`config.mk`:
```
export PLATFORM = sky130hd
export DESIGN_NAME = mem_rr_arbiter_2to1
export DESIGN_NICKNAME = d
export VERILOG_FILES = /design/src/rtl/mem_rr_arbiter_2to1.sv
export SDC_FILE = /design/constraint.sdc
export NUM_CORES = 1
export LEC_CHECK = 0
export CAP_MARGIN = 20
export CORE_AREA = 2 2 124 126
export DETAILED_ROUTE_END_ITERATION = 8
export DIE_AREA = 0 0 126 128
export PLACE_DENSITY = 0.69
export SLEW_MARGIN = 10
export SYNTH_ARGS = -nofsm -noshare
export SYNTH_HDL_FRONTEND = slang
export SYNTH_SLANG_ARGS = --single-unit
```
`constraint.sdc`:
```
create_clock -name clk_i -period 2.25 [get_ports clk_i]
set_input_delay 0.225 -clock clk_i [delete_from_list [all_inputs] [get_ports clk_i]]
set_output_delay 0.225 -clock clk_i [all_outputs]
set_load 0.005 [all_outputs]
```
`src/rtl/mem_rr_arbiter_2to1.sv`:
```
// Two-to-one round-robin MEM arbiter: merges instruction and data master ports
// onto one shared port and routes in-order responses back via an ID FIFO.
module mem_rr_arbiter_2to1 #(
    parameter int ADDR_WIDTH      = 32,
    parameter int DATA_WIDTH      = 32,
    parameter int MAX_OUTSTANDING = 4
) (
    input  logic                    clk_i,
    input  logic                    rst_i,
    input  logic                    s0_mem_req,
    output logic                    s0_mem_gnt,
    input  logic [ADDR_WIDTH-1:0]   s0_mem_addr,
    input  logic                    s0_mem_we,
    input  logic [DATA_WIDTH/8-1:0] s0_mem_be,
    input  logic [DATA_WIDTH-1:0]   s0_mem_wdata,
    output logic                    s0_mem_valid,
    output logic [DATA_WIDTH-1:0]   s0_mem_rdata,
    output logic                    s0_mem_error,
    input  logic                    s1_mem_req,
    output logic                    s1_mem_gnt,
    input  logic [ADDR_WIDTH-1:0]   s1_mem_addr,
    input  logic                    s1_mem_we,
    input  logic [DATA_WIDTH/8-1:0] s1_mem_be,
    input  logic [DATA_WIDTH-1:0]   s1_mem_wdata,
    output logic                    s1_mem_valid,
    output logic [DATA_WIDTH-1:0]   s1_mem_rdata,
    output logic                    s1_mem_error,
    output logic                    m_mem_req,
    input  logic                    m_mem_gnt,
    output logic [ADDR_WIDTH-1:0]   m_mem_addr,
    output logic                    m_mem_we,
    output logic [DATA_WIDTH/8-1:0] m_mem_be,
    output logic [DATA_WIDTH-1:0]   m_mem_wdata,
    input  logic                    m_mem_valid,
    input  logic [DATA_WIDTH-1:0]   m_mem_rdata,
    input  logic                    m_mem_error,
    output logic                    spurious_rsp_o
);
    localparam int BE_W  = DATA_WIDTH / 8;
    localparam int CNT_W = $clog2(MAX_OUTSTANDING + 1);
    localparam int PTR_W = (MAX_OUTSTANDING > 1) ? $clog2(MAX_OUTSTANDING) : 1;
    localparam logic [CNT_W-1:0] CNT_MAX  = CNT_W'(MAX_OUTSTANDING);
    localparam logic [PTR_W-1:0] PTR_LAST = PTR_W'(MAX_OUTSTANDING - 1);

    typedef enum logic {ST_ARB = 1'b0, ST_LOCKED = 1'b1} state_t;

    state_t                     r_state;
    logic                       r_sel;
    logic                       r_last_grant;
    logic [MAX_OUTSTANDING-1:0] r_fifo;
    logic [PTR_W-1:0]           r_wptr;
    logic [PTR_W-1:0]           r_rptr;
    logic [CNT_W-1:0]           r_count;

    logic w_arb_sel;
    logic w_sel;
    logic w_req;
    logic w_full;
    logic w_empty;
    logic w_push;
    logic w_pop;
    logic w_head;

    function automatic logic [PTR_W-1:0] ptr_next(input logic [PTR_W-1:0] p);
        if (p == PTR_LAST) begin
            ptr_next = {PTR_W{1'b0}};
        end else begin
            ptr_next = p + PTR_W'(1);
        end
    endfunction

    assign w_full  = (r_count == CNT_MAX);
    assign w_empty = (r_count == {CNT_W{1'b0}});
    assign w_push  = w_req && m_mem_gnt;
    assign w_pop   = m_mem_valid && !w_empty && !rst_i;
    assign w_head  = r_fifo[r_rptr];

    // Round-robin pick: on a tie the requester that did not win last time.
    always_comb begin
        w_arb_sel = 1'b0;
        if (s0_mem_req && s1_mem_req) begin
            w_arb_sel = ~r_last_grant;
        end else if (s1_mem_req) begin
            w_arb_sel = 1'b1;
        end else begin
            w_arb_sel = 1'b0;
        end
    end

    // A locked selection stays on the bus until granted or its requester drops out.
    always_comb begin
        w_sel = w_arb_sel;
        w_req = 1'b0;
        if (rst_i) begin
            w_req = 1'b0;
        end else if (r_state == ST_LOCKED) begin
            w_sel = r_sel;
            w_req = r_sel ? s1_mem_req : s0_mem_req;
        end else begin
            w_req = (s0_mem_req || s1_mem_req) && !w_full;
        end
    end

    assign m_mem_req   = w_req;
    assign m_mem_addr  = w_req ? (w_sel ? s1_mem_addr  : s0_mem_addr)  : {ADDR_WIDTH{1'b0}};
    assign m_mem_we    = w_req ? (w_sel ? s1_mem_we    : s0_mem_we)    : 1'b0;
    assign m_mem_be    = w_req ? (w_sel ? s1_mem_be    : s0_mem_be)    : {BE_W{1'b0}};
    assign m_mem_wdata = w_req ? (w_sel ? s1_mem_wdata : s0_mem_wdata) : {DATA_WIDTH{1'b0}};
    assign s0_mem_gnt  = w_push && !w_sel;
    assign s1_mem_gnt  = w_push &&  w_sel;

    assign s0_mem_valid   = w_pop && !w_head;
    assign s0_mem_rdata   = (w_pop && !w_head) ? m_mem_rdata : {DATA_WIDTH{1'b0}};
    assign s0_mem_error   = w_pop && !w_head && m_mem_error;
    assign s1_mem_valid   = w_pop && w_head;
    assign s1_mem_rdata   = (w_pop && w_head) ? m_mem_rdata : {DATA_WIDTH{1'b0}};
    assign s1_mem_error   = w_pop && w_head && m_mem_error;
    assign spurious_rsp_o = m_mem_valid && (rst_i || w_empty);

    // Arbitration FSM and round-robin history.
    always_ff @(posedge clk_i) begin
        if (rst_i) begin
            r_state      <= ST_ARB;
            r_sel        <= 1'b0;
            r_last_grant <= 1'b1;
        end else begin
            if (w_push) begin
                r_last_grant <= w_sel;
            end
            case (r_state)
                ST_ARB: begin
                    if (w_req && !m_mem_gnt) begin
                        r_state <= ST_LOCKED;
                        r_sel   <= w_sel;
                    end
                end
                ST_LOCKED: begin
                    if (!w_req || m_mem_gnt) begin
                        r_state <= ST_ARB;
                    end
                end
                default: r_state <= ST_ARB;
            endcase
        end
    end

    // In-order ID FIFO of outstanding transactions.
    always_ff @(posedge clk_i) begin
        if (rst_i) begin
            r_fifo  <= {MAX_OUTSTANDING{1'b0}};
            r_wptr  <= {PTR_W{1'b0}};
            r_rptr  <= {PTR_W{1'b0}};
            r_count <= {CNT_W{1'b0}};
        end else begin
            if (w_push) begin
                r_fifo[r_wptr] <= w_sel;
                r_wptr         <= ptr_next(r_wptr);
            end
            if (w_pop) begin
                r_rptr <= ptr_next(r_rptr);
            end
            case ({w_push, w_pop})
                2'b10:   r_count <= r_count + CNT_W'(1);
                2'b01:   r_count <= r_count - CNT_W'(1);
                default: r_count <= r_count;
            endcase
        end
    end
endmodule

```
==> results.tsv, run 1 <==
stage	metric	value	unit
cts	clk root buf	clkbuf_16	
detailed_routing	post-route ant nets	0	
timing	Relative slew margins	0.5918	
synth	Seq cells post-synth	14	
timing	minimum clock period	2.205	ns
synth	dominant synthesized flop cell	dfxtp_1	
die	Placeable Area	0.01486	sq mm
die	row cnt	45	
hold_path	Hold Startpoint	rst_i	
detailed_routing	Via Count	4028	
placement	DP Area	0.005778	sq mm
detailed_routing	DR pass1 iterations	4	
die	Initial Utilization	0.1495	
placement	dpl cells	892	
timing	Slew Viols, Final	0	
synth	synthesized area	0.002222	sq mm
setup_path	CP max FO	4	
die	die width	126	um
placement	IO Port Bufs	317	
run_status	outcome	finished clean	
global_route	initial antenna violation count	0	
timing	RSZ-0062 raised after global routing	true	
synth	Netlist cell types	39	
finish	Final Core Density	0.4150	
finish	Layout Nets	918	
power	maximum vdd drop	0.0002393	V
detailed_routing	DR WL/cell	15.63	um
timing	Final WS setup	0.04529	ns
power	Power Density	286.7	mW/mm^2
run	max-cap violation count	0	
setup_path	Crit Path Class	reg -> reg	
timing	setup TNS	0	ns
timing	Slew @ Worst Pin	0.5968	ns
global_route	GRT Overall Usage	0.1627	
setup_path	CP startpoint	r_state	
detailed_routing	vias per inst	4.374	
cts	CTS tree	built	
synth	post-synthesis sequential area ratio	0.1261	
global_route	total grt overflow	0	
die	die span in y	128	um
finish	cell area after layout	0.006168	sq mm
synth	Syn. warnings	0	
cts	TritonCTS Buffers	3	
cts	CTS Hold Bufs	0	
finish	share of cells above drive strength 1	0.1583	
timing	Fmax	453.6	MHz
global_route	vias in the first global route	3863	
timing	Final Skew	0.002520	ns
power	Pleak	2.980	nW
synth	ys async rst share	0	
setup_path	R2R Path Start	r_state	
placement	pre-CTS WS	-0.3912	ns
timing	Tcrit/Tclk final	0.9799	
global_route	largest net degree at the start of global routing	35	
hold_path	HP Class	in -> reg	
synth	Synth Area per Inst	5.712	sq um
setup_path	CP required	2.42	ns
placement	Post-DP HPWL	10.33	mm
timing	Final Hold Fails	0	
detailed_routing	initial drt markers	151	
setup_path	CP arrival	2.38	ns
timing	# setup viols final	0	
power	total chip power	1.769	mW
finish	area delta synth->final	177.6	%
synth	syn_nets	573	
setup_path	Crit. End Element	flip-flop	
cts	clock tree buffer depth	2	
finish	Ant. Diodes	0	
placement	Final GP Congestion	0.7645	
setup_path	Worst Setup Start Kind	flip-flop	
die	IO Pins	318	
finish	Layout Cells excl Fill	921	
detailed_routing	Residual DRC	0	
cts	clk sinks	14	
synth	Post-synth EDFFs	0	
cts	worst skew pair latency	0.24	ns
synth	Syn Inst Count	389	
die	die area	0.01613	sq mm
global_route	first-pass GRT wire length	21.19	mm
cts	CTS H-tree lvls	1	
detailed_routing	final WL	14.39	mm
timing	worst hold slack	0.4693	ns
cts	Clock Pin Slew Worst Setup and Hold Paths	0.05	ns
[cell usage in the layout (no fill, tap or decap), types with 4 or more instances in the layout]
| master | n |
|---|---|
| buf_2 | 16 |
| and3_1 | 33 |
| dlygate4sd2_1 | 69 |
| nor2_1 | 9 |
| clkdlybuf4s15_1 | 12 |
| a21oi_1 | 67 |
| dfxtp_1 | 9 |
| ha_1 | 5 |
| a21oi_2 | 5 |
| buf_6 | 8 |
| a311oi_1 | 4 |
| clkdlybuf4s15_2 | 6 |
| inv_1 | 6 |
| and2_1 | 34 |
| clkdlybuf4s50_1 | 208 |
| clkbuf_2 | 5 |
| buf_4 | 38 |
| a31oi_1 | 4 |
| buf_12 | 6 |
| nand2_1 | 139 |
[layout make-up]
class                   instances  area [sq um]
clock buffers                   4         88.84
fillers                      1537          8696
inverters                       8         30.03
multi-input cells             331          1858
flip-flops and latches         14         294.0
well taps                     188         235.2
repair buffers                376          3662
[layer usage]
layer	global-route usage	up-vias	part of all wire
met3	0.02671	18	0.061
met1	0.2213	1855	0.43
met4	0.03232	0	0.017
met5	0	-	0
li1	-	1983	-
met2	0.2729	172	0.49
[kinds of logic (layout without fill, tap and decap cells)]
group	after synthesis	in the layout	synth area share
AO/OA/AOI/OAI	92	92	0.2292
XOR/XNOR	2	2	0.007884
adder cells (fa/ha/maj)	7	7	0.04279
buffers and inverters	44	388	0.09628
flip-flops	14	14	0.1261
multiplexers	4	4	0.02421
AND/OR/NAND/NOR	226	226	0.4735
[cell usage after synthesis (2+ instances only)]
cell type  count  area [sq um]
a21oi_1       72         360.4
a311oi_1       4         35.03
a31oi_1        4         25.02
and2_1        34         212.7
and3_1        33         206.5
buf_1          2         7.510
buf_2          6         30.03
buf_6          5         56.30
clkbuf_1      20         75.07
clkbuf_2       3         15.01
dfxtp_1       14         280.3
ha_1           6         75.07
inv_1          8         30.03
mux2i_1        2         20.02
nand2_1      139         521.8
nand2b_1       2         12.51
nor2_1         9         33.78
o21ai_0        2         10.01
o21bai_1       2         15.01
o31ai_1        2         15.01
xor2_1         2         17.52
[worst max-delay path, cell delays in order (launching register included)]
cell	delay (ns)
dfxtp_4	0.37
nor4b_4	0.32
a211o_4	0.16
buf_6	0.10
nor2_4	0.03
inv_2	0.08
ha_4	0.14
inv_2	0.04
fa_2	0.34
xor2_1	0.15
or3_1	0.30
a21oi_1	0.12
[registers in the layout, indices dropped and copies added (netlist names)]
register	count
r_fifo	4
r_count	3
r_rptr	2
r_wptr	2
r_last_grant	1
r_sel	1
r_state	1
[repair_timing]
action,4_1_cts,5_1_grt
buffers inserted,13,5
gates resized for setup,201,34
setup endpoints to repair,141,102
cloned,7,1
pin swaps,5,6
[where the power goes]
part           switching [mW]  internal, mW  leakage, nW
registers              0.0238         0.267        0.117
logic                   0.443         0.663         2.82
clock network           0.103         0.269       0.0442
total                   0.570          1.20         2.98
[path summary, 6_finish.rpt]
kind,depth (start not counted),end,slack [ns]
setup / recovery,11,r_count[2],0.05
hold / removal,3,r_last_grant,0.47
setup reg to reg,11,r_count[2],0.05
hold reg to reg,2,r_last_grant,0.53
(Power assumes the default switching activity.)
==> run 2: changes to the inputs <==
Settings changed: GPL_ROUTABILITY_DRIVEN set to 0.
==> results of run 2 <==
Same layout as run 1: the final DEF is identical, and so are final timing and power.
==> run 3: changes to the inputs <==
Settings changed: ABC_AREA set to 1, CORE_AREA 2 2 124 126 to 2 2 122 124, CTS_CLUSTER_SIZE set to 25, DIE_AREA 0 0 126 128 to 0 0 124 126, PLACE_DENSITY 0.69 to 0.71.
==> run 3 against run 2 <==
The run now ends with setup timing left. Hold slack improved by 0.0023 ns. Register-to-register slack improved by 0.26 ns. Via count stayed put. Largest cell class unchanged.
==> results.tsv, run 3 <==
stage	metric	value	unit	change
run_status	outcome	finished, violations left		
run_status	violated checks	setup timing		
die	row cnt	44		-2.2%
hold_path	HP Class	reg -> reg		
timing	# setup viols final	1		+1
detailed_routing	vias per inst	4.102		-6.2%
setup_path	Worst Setup Start Kind	input port		
synth	most common cell in the netlist	nand2_1		
die	Placeable Area	0.01431	sq mm	-3.7%
synth	Post-synth EDFFs	0		unchanged
die	die width	124	um	-1.6%
global_route	GRT Overall Usage	0.1483		-0.01440
detailed_routing	final WL	14.07	mm	-2.2%
synth	ys async rst share	0		unchanged
timing	RSZ-0062 raised after global routing	true		
synth	Yosys top cell area share	0.2614		+0.02657
synth	Seq cells post-synth	14		unchanged
power	maximum vdd drop	0.0002520	V	+5.3%
timing	Slew Viols, Final	0		unchanged
finish	area delta synth->final	177.6	%	about the same
detailed_routing	initial drt markers	174		+15%
timing	Relative slew margins	0.8043		+0.2125
power	Power Density	298.9	mW/mm^2	+4.2%
finish	share of cells above drive strength 1	0.1441		-0.01414
cts	worst skew pair latency	0.24	ns	about the same
synth	Synth Area per Inst	5.008	sq um	-12%
synth	syn_nets	640		+12%
setup_path	Crit. End Element	primary output		
setup_path	CP arrival	2.09	ns	-0.29 ns
setup_path	Crit Path Class	in -> out		
synth	Syn. warnings	0		unchanged
cts	Clock Pin Slew Worst Setup and Hold Paths	0.05	ns	about the same
global_route	total grt overflow	0		unchanged
finish	Largest Register	r_fifo		
die	die span in y	126	um	-1.6%
placement	Post-DP HPWL	9.495	mm	-8.1%
synth	top cells by count, synth	nand2_1 (159), nor2_1 (80), a21oi_1 (76)		
global_route	initial antenna violation count	0		unchanged
cts	TritonCTS Buffers	3		unchanged
synth	Synth area leader	nand2_1		
global_route	first-pass GRT wire length	18.72	mm	-12%
timing	Final Hold Fails	0		unchanged
power	Pleak	4.220	nW	+42%
cts	clk root buf	clkbuf_16		
cts	CTS H-tree lvls	1		unchanged
die	die area	0.01562	sq mm	-3.1%
finish	Layout Nets	983		+7.1%
finish	max FFs per register	4		unchanged
finish	# fillers	1438		-6.4%
timing	worst hold slack	0.4716	ns	+0.002291 ns
run	max-cap violation count	0		unchanged
synth	synthesized area	0.002283	sq mm	+2.8%
cts	clk sinks	14		unchanged
die	IO Pins	318		unchanged
cts	CTS tree	built		
timing	Final Skew	0.001339	ns	-0.001181 ns
finish	Ant. Diodes	0		unchanged
timing	Fmax	432.5	MHz	-4.7%
timing	Final WS setup	-0.06235	ns	-0.1076 ns
synth	Syn Inst Count	456		+17%
synth	dominant synthesized flop cell	dfxtp_1		
global_route	vias in the first global route	3688		-4.5%
finish	largest registers	r_fifo x4, r_count x3		
cts	clock tree buffer depth	2		unchanged
timing	minimum clock period	2.312	ns	+0.1076 ns
global_route	largest net degree at the start of global routing	71		+100%
detailed_routing	DR pass1 iterations	4		unchanged
synth	post-synthesis sequential area ratio	0.1227		-0.003386
timing	Tcrit/Tclk final	1.028		+0.04784
detailed_routing	post-route ant nets	0		unchanged
placement	IO Port Bufs	317		unchanged
synth	Netlist cell types	22		-44%
detailed_routing	DR WL/cell	14.33	um	-8.3%
setup_path	CP required	2.03	ns	-0.39 ns
synth	top post-synthesis cells by area	nand2_1 (26%), a21oi_1 (17%), nor2_1 (13%)		
finish	leading cell types in the layout, fill and taps excluded	clkdlybuf4s50_1 (187), nand2_1 (156), dlymetal6s2s_1 (81), nor2_1 (75), a21oi_1 (65)		
timing	setup TNS	-0.06235	ns	-0.06235 ns
die	Initial Utilization	0.1595		+0.01003
finish	commonest non-fill, non-tap cell in the layout	clkdlybuf4s50_1		
timing	Slew @ Worst Pin	0.2909	ns	-0.3059 ns
detailed_routing	Via Count	4028		unchanged
setup_path	CP max FO	17		+13
detailed_routing	Residual DRC	0		unchanged
[run 3: cell count changes in the layout (fill, tap and decap cells not counted), sizes merged, moves of 33 or more]
cell          previous run  this run
nor2                    10        81
inv                      8        59
dlygate4sd2             69        14
dlymetal6s2s             2        81
and3                    33         0
and2                    34         0
[run 3: path summary, 6_finish.rpt]
check	depth (start not counted)	slack, ns	to	startpoint
min	1	0.47	r_count[0]	r_count[0]
max	10	-0.06	m_mem_addr[28]	s0_mem_req
max reg2reg	12	0.31	r_count[2]	r_count[1]
min reg2reg	1	0.47	r_count[0]	r_count[0]
[run 3: kinds of logic (layout without fill, tap and decap cells)]
family	Yosys count	in the layout	synth area share
AOI/OAI and AO/OA	90	90	0.1994
DFF	14	14	0.1227
and+or+nand+nor	257	257	0.4384
buffers and inverters	88	430	0.1978
adders and majority gates	7	7	0.04164
[run 3: what timing repair did]
item                                    in CTS  in global routing
gates cloned                                 4                  5
gates resized for setup                     69                164
pin swaps                                    1                  3
buffers inserted                             6                 12
hold buffers                                 0                  0
endpoints found under the setup margin     101                 89
[run 3: critical path, cell delays in order]
cell and delay [ns]:
clkdlybuf4s50_1 0.48, buf_4 0.11, nor2_1 0.03, nor2_1 0.10, nand2_1 0.08, nand2_2 0.11, nand2_4 0.10, buf_12 0.17
a21oi_4 0.14, clkdlybuf4s50_1 0.53
[run 3: metal layers]
layer  vias up  part of all wire  global-route usage  wire length, um
li1       2085                 -                   -                -
met1      1779              0.42              0.1873             5945
met2       142              0.50              0.2612             7055
met3        22             0.061             0.02989              860
met4         0             0.015             0.02578              213
met5         -                 0                   0                0
[run 3: per-stage QoR]
step | std cells | power (mW) | area (sq um) | utilization | worst slack (ns)
after detailed placement | 951 | 1.396 | 5719 | 0.3996 | -0.2815
after CTS | 965 | 1.825 | 5946 | 0.4154 | -0.1271
after floorplan | 456 | 0.7036 | 2283 | - | 0.4008
after global placement | 951 | 1.394 | 5719 | 0.3996 | -0.2610
final | 982 | 1.895 | 6339 | 0.4428 | -0.06235
after global routing | 982 | 2.027 | 6339 | 0.4428 | -0.1457
[run 3: report_power, final]
group / switching (mW) / internal (mW) / total [mW] / leakage [nW]
combinational: 0.521 / 0.719 / 1.24 / 4.06
clock: 0.104 / 0.269 / 0.373 / 0.0442
sequential: 0.0129 / 0.268 / 0.281 / 0.115
[run 3: cell type report]
type	count	area (sq um)	area share
clock buffers	4	88.84	0.01402
flip-flops and latches	14	282.8	0.04461
well taps	184	230.2	0.03632
multi-input cells	354	1653	0.2608
repair buffers	366	3847	0.6070
inverters	59	229.0	0.03612
repair inverters	1	7.507	0.001184
